### src/rtl/run_detect_pkg.sv
// Shared types and defaults for the programmable consecutive-ones run detector.
package run_detect_pkg;

  typedef enum logic [1:0] {
    ST_IDLE   = 2'd0,
    ST_ARMED  = 2'd1,
    ST_REPORT = 2'd2
  } state_t;

  localparam int CW_DEF     = 4;
  localparam int WIN_W_DEF  = 8;
  localparam int HIT_W_DEF  = 8;
  localparam int THRESH_MIN = 1;

endpackage

### src/rtl/run_detect_ctrl_run_counter.sv
// Saturating consecutive-ones counter; flags a hit when the run reaches the threshold.
module run_counter #(
  parameter int CW = 4
) (
  input  logic          clock,
  input  logic          rst,
  input  logic          w,
  input  logic [CW-1:0] thresh,
  input  logic          overlap,
  input  logic          enable,
  input  logic          clear,
  output logic [CW-1:0] run_cnt,
  output logic          hit
);

  logic [CW-1:0] r_run;
  logic [CW-1:0] w_run_next;
  logic          w_run_max;

  assign w_run_max  = (r_run == {CW{1'b1}});
  assign w_run_next = w ? (w_run_max ? r_run : r_run + CW'(1)) : '0;
  assign hit        = enable && w && (w_run_next >= thresh);
  assign run_cnt    = r_run;

  // Non-overlap mode restarts the run after every hit.
  always_ff @(posedge clock or negedge rst) begin
    if (!rst) begin
      r_run <= '0;
    end else if (clear) begin
      r_run <= '0;
    end else if (enable) begin
      r_run <= (hit && !overlap) ? '0 : w_run_next;
    end
  end

endmodule

### src/rtl/run_detect_ctrl.sv
// Configurable run detector: config handshake, self-timed observation window,
// saturating hit count and a report handshake.
module run_detect_ctrl
  import run_detect_pkg::*;
#(
  parameter int CW    = CW_DEF,
  parameter int WIN_W = WIN_W_DEF,
  parameter int HIT_W = HIT_W_DEF
) (
  input  logic             clock,
  input  logic             rst,
  input  logic             cfg_valid,
  output logic             cfg_ready,
  input  logic [CW-1:0]    cfg_thresh,
  input  logic [WIN_W-1:0] cfg_window,
  input  logic             cfg_overlap,
  input  logic             abort,
  input  logic             w,
  output logic             z,
  output logic             busy,
  output logic             rpt_valid,
  input  logic             rpt_ready,
  output logic [HIT_W-1:0] rpt_hits,
  output logic             rpt_timeout
);

  state_t           r_state;
  state_t           w_next_state;
  logic [CW-1:0]    r_thresh;
  logic [CW-1:0]    w_cfg_thresh;
  logic [WIN_W-1:0] r_window;
  logic [WIN_W-1:0] r_win_cnt;
  logic             r_overlap;
  logic [HIT_W-1:0] r_hit_cnt;
  logic             r_z;
  logic             r_timeout;
  logic             w_armed;
  logic             w_cfg_accept;
  logic             w_expire;
  logic             w_leave_armed;
  logic             w_hit;
  logic [CW-1:0]    w_run_cnt;

  assign w_cfg_thresh  = (cfg_thresh == '0) ? CW'(THRESH_MIN) : cfg_thresh;
  assign w_armed       = (r_state == ST_ARMED);
  assign w_cfg_accept  = (r_state == ST_IDLE) && cfg_valid;
  assign w_expire      = w_armed && (r_window != '0) && (r_win_cnt == WIN_W'(1));
  assign w_leave_armed = w_armed && (abort || w_expire);

  run_counter #(
    .CW(CW)
  ) u_run_counter (
    .clock   (clock),
    .rst     (rst),
    .w       (w),
    .thresh  (r_thresh),
    .overlap (r_overlap),
    .enable  (w_armed),
    .clear   (w_cfg_accept),
    .run_cnt (w_run_cnt),
    .hit     (w_hit)
  );

  always_ff @(posedge clock or negedge rst) begin
    if (!rst) begin
      r_state <= ST_IDLE;
    end else begin
      r_state <= w_next_state;
    end
  end

  always_comb begin
    w_next_state = r_state;
    case (r_state)
      ST_IDLE:   if (cfg_valid) w_next_state = ST_ARMED;
      ST_ARMED:  if (abort || w_expire) w_next_state = ST_REPORT;
      ST_REPORT: if (rpt_ready) w_next_state = ST_IDLE;
      default:   w_next_state = ST_IDLE;
    endcase
  end

  always_comb begin
    cfg_ready = 1'b0;
    busy      = 1'b0;
    rpt_valid = 1'b0;
    case (r_state)
      ST_IDLE:   cfg_ready = 1'b1;
      ST_ARMED:  busy      = 1'b1;
      ST_REPORT: begin
        busy      = 1'b1;
        rpt_valid = 1'b1;
      end
      default:   cfg_ready = 1'b0;
    endcase
  end

  // A zero window never decrements, so only abort can end it.
  always_ff @(posedge clock or negedge rst) begin
    if (!rst) begin
      r_thresh  <= '0;
      r_window  <= '0;
      r_overlap <= 1'b0;
      r_win_cnt <= '0;
      r_hit_cnt <= '0;
      r_z       <= 1'b0;
      r_timeout <= 1'b0;
    end else begin
      r_z <= w_hit;
      if (w_cfg_accept) begin
        r_thresh  <= w_cfg_thresh;
        r_window  <= cfg_window;
        r_overlap <= cfg_overlap;
        r_win_cnt <= cfg_window;
        r_hit_cnt <= '0;
        r_timeout <= 1'b0;
      end else if (w_armed) begin
        if (r_window != '0) begin
          r_win_cnt <= r_win_cnt - WIN_W'(1);
        end
        if (w_hit && (r_hit_cnt != {HIT_W{1'b1}})) begin
          r_hit_cnt <= r_hit_cnt + HIT_W'(1);
        end
        // Abort takes precedence over a simultaneous expiry.
        if (w_leave_armed) begin
          r_timeout <= !abort;
        end
      end
    end
  end

  assign z           = r_z;
  assign rpt_hits    = r_hit_cnt;
  assign rpt_timeout = r_timeout;

endmodule
### config.mk
export PLATFORM = sky130hd
export DESIGN_NAME = run_detect_ctrl
export DESIGN_NICKNAME = d
export VERILOG_FILES = /design/src/rtl/run_detect_pkg.sv /design/src/rtl/run_detect_ctrl_run_counter.sv /design/src/rtl/run_detect_ctrl.sv
export SDC_FILE = /design/constraint.sdc
export NUM_CORES = 1
export LEC_CHECK = 0
export ABC_AREA = 0
export BUFFER_PORTS_ARGS = -buffer_cell sky130_fd_sc_hd__buf_4
export CAP_MARGIN = 40
export CELL_PAD_IN_SITES_DETAIL_PLACEMENT = 1
export CELL_PAD_IN_SITES_GLOBAL_PLACEMENT = 2
export CORE_ASPECT_RATIO = 0.6
export CORE_MARGIN = 5
export CORE_UTILIZATION = 35
export CTS_BUF_LIST = sky130_fd_sc_hd__clkbuf_8
export DETAILED_ROUTE_END_ITERATION = 16
export PLACE_DENSITY = 0.85
export REMOVE_ABC_BUFFERS = 1
export SLEW_MARGIN = 20
export SYNTH_ARGS = -nofsm -noshare
export SYNTH_HDL_FRONTEND = slang
export SYNTH_SLANG_ARGS = --single-unit
### constraint.sdc
create_clock -name clock -period 3.45 [get_ports clock]
set_clock_uncertainty 0.2 [all_clocks]
set_input_delay 0.1725 -clock clock [delete_from_list [all_inputs] [get_ports clock]]
set_output_delay 0.1725 -clock clock [all_outputs]
set_load 0.005 [all_outputs]
==> impl_metrics.toml <==
[cells_and_area]
nets = 297
layout-drive-gt1-share_pct = 18.7
area_growth_pct = 29.5
diodes = 0
fillerInstances = 658

[run]
maxCapViolations = 0

[critical_path]
start_kind = "flip-flop"
ff2ff_path_depth = 11
cp_slowest_cell = "dfrtp_1"
rr_startpoint = "u_run_counter.run_cnt[0]$_DFFE_PN0P_"
worstPathMaxFanout = 4
worstPathCellList = "ha_1, nand3_1, xor2_1, nand2_1, ha_1, nand2b_1, a2111oi_2, buf_4, o311ai_0, buf_4, o31ai_1"
r2r-end = "u_run_counter.run_cnt[2]$_DFFE_PN0P_"
cp.arrival_ps = 2880
crit_type = "reg2reg"
reg2reg_setup_slack_ps = 560
end_kind = "flip-flop"
cp_slowest_stage_delay_ps = 430
cp.required_ps = 3440

[clock_network]
clockRootBuffer = "clkbuf_8"
cts_tree = "yes"
cts_hold_buf = 15
numCtsBuffers = 5
cts.sinks = 37
cts_setup_buffers = 0
cts_htree_levels = 2
cts_resized = 0
clk_pin_slew_worst_paths_ps = 70
clk_latency_ps = 280
max-clock-path-buffers = 2

[floorplanning]
start_util_pct = 35.5
core_mm2 = 0.00549
die_x_um = 106
io_pins = 32
die_h_um = 67.8
rows = 21
die_area_mm2 = 0.00720

[sta]
max_freq_mhz = 346
rsz0062_at_grt = "no"
whs_ps = 24.8
period_minus_slack_ps = 2890
finalMaxSlewViolations = 0
worst_pin_slew_ps = 630
period_share_pct = 83.7
tns_ps = 0
finalSetupViolations = 0
hold_viol_final = 0
slew-limit-headroom_pct = 57.6
setup_slack_ps = 564

[power]
leakage_uw = 0.00122
p_per_area_mw_per_mm2 = 693
irDropWorstVdd_mv = 0.216

[synthesis]
seq_area_frac_synth_pct = 47.6
async_flop_share_pct = 100
synth-edff-count = 0
ys_top_cells_by_count = "nand2_1 (50), dfrtp_1 (37), o21ai_0 (19)"
yosysTopAreaCellShare_pct = 47.6
ys.flop_type = "dfrtp_1"
yosys_warnings = 0
avgSynthCellArea_um2 = 9.06
ys_ff_latch = 37
synth_area_leader_cell = "dfrtp_1"
synth_cell_types = 36
synthTopCellsByArea = "dfrtp_1 (48%), nand2_1 (9.6%), ha_1 (7.1%), o21ai_0 (4.9%), xor2_1 (3.1%)"
postSynthCellCount = 215
syn_area_mm2 = 0.00195
synth_most_common_cell = "nand2_1"

[detailed_routing]
first_iter_violations = 66
drc = 0
wl_per_cell_um = 14.9
via_count = 1662
viasPerCell = 4.95
postRouteWirelength_um = 5010
antenna_left = 0
first_pass_iters = 4

[worst_hold_path]
hold_path_end = "u_run_counter.run_cnt[3]$_DFFE_PN0P_"
hp-class = "in2reg"
min-delay-start = "w"
min_path_cells = 3

[grt]
first_global_vias = 1707
grt_pass1_wl_um = 8690
grt_usage_pct = 15.5
overflow = 0
grt_max_degree = 38
antenna_found_initial = 0

[placed_design]
dp_hpwl_um = 3710
dp_slack_ps = 563
gp_congestion = 0.790
io_buffers = 31

[run_status]
status = "completed"
report_power, final:
part	switching [uW]	leakage, uW	total, uW	internal [uW]
Sequential	106	0.000476	693	586
Clock	150	0.0000485	305	156
Combinational	418	0.000698	750	332
Total	674	0.00122	1750	1070
how the worst max path moves through the flow:
stage | startpoint | endpoint | slack (ps) | cells after the start
after floorplan | u_run_counter.run_cnt[0]$_DFFE_PN0P_ | rpt_hits[6]$_DFFE_PN0P_ | 590 | 11
final | u_run_counter.run_cnt[0]$_DFFE_PN0P_ | u_run_counter.run_cnt[2]$_DFFE_PN0P_ | 560 | 11
after CTS | u_run_counter.run_cnt[0]$_DFFE_PN0P_ | u_run_counter.run_cnt[2]$_DFFE_PN0P_ | 540 | 11
after global routing | u_run_counter.run_cnt[0]$_DFFE_PN0P_ | u_run_counter.run_cnt[2]$_DFFE_PN0P_ | 280 | 11
after detailed placement | u_run_counter.run_cnt[0]$_DFFE_PN0P_ | u_run_counter.run_cnt[2]$_DFFE_PN0P_ | 560 | 11
after global placement | u_run_counter.run_cnt[0]$_DFFE_PN0P_ | rpt_hits[6]$_DFFE_PN0P_ | 390 | 10
placed cells by master (no fill, tap or decap), types with 4 or more instances in the layout:
| master | count |
|---|---|
| clkbuf_8 | 6 |
| buf_4 | 37 |
| a21oi_1 | 5 |
| nand2_1 | 50 |
| nand3_1 | 7 |
| dfrtp_1 | 37 |
| xor2_1 | 7 |
| nor3_1 | 6 |
| dlygate4sd3_1 | 15 |
| ha_1 | 11 |
| nor2_1 | 11 |
| and3_1 | 4 |
| o21ai_0 | 19 |
| inv_1 | 16 |
registers in the layout, indices dropped and copies added (netlist names):
register               cells
r_win_cnt                  8
r_window                   8
rpt_hits                   8
r_thresh                   4
u_run_counter.run_cnt      4
r_state                    2
r_overlap                  1
rpt_timeout                1
z                          1
final cells by class:
class / instances / area (um^2) / area share [%]
inverters: 15 / 56.3 / 2.23
clock inverters: 1 / 3.75 / 0.149
flip-flops and latches: 37 / 926 / 36.7
well taps: 69 / 86.3 / 3.42
clock buffers: 6 / 82.6 / 3.28
multi-input cells: 155 / 933 / 37.0
repair buffers: 53 / 433 / 17.2
per-layer routing:
layer | wire length (um) | vias up | global-route usage [%] | part of all wire, %
li1 | - | 836 | - | -
met1 | 2740 | 788 | 23.0 | 55
met2 | 1980 | 34 | 22.4 | 39
met3 | 267 | 4 | 4.20 | 5.3
met4 | 24 | 0 | 2.91 | 0.48
met5 | 0 | - | 0 | 0
metrics by stage:
step | cell area (um^2) | utilization (%) | std cells | total power [uW]
floorplan | 1920 | - | 207 | 1130
global placement | 2280 | 41.5 | 313 | 1410
detailed placement | 2280 | 41.6 | 314 | 1450
CTS | 2520 | 45.9 | 336 | 1770
global route | 2520 | 45.9 | 336 | 1910
finish | 2520 | 45.9 | 336 | 1750
worst max-delay path: cells and delay by family, from the launching register on:
kind / cells / cell delay, ps
AO/OA/AOI/OAI: 3 / 720
XOR/XNOR: 1 / 160
adder cells (fa/ha/maj): 2 / 530
buffers and inverters: 2 / 380
flip-flops: 1 / 430
AND/OR/NAND/NOR: 3 / 380
cells by family after synthesis:
group / synth area share (%)
adders and majority gates: 7.07
DFF: 47.6
and+or+nand+nor: 22.4
buffers and inverters: 4.50
muxes: 0.514
xor gates and xnor gates: 4.50
AOI/OAI and AO/OA: 13.4
Power figures use the tool's default switching activity.
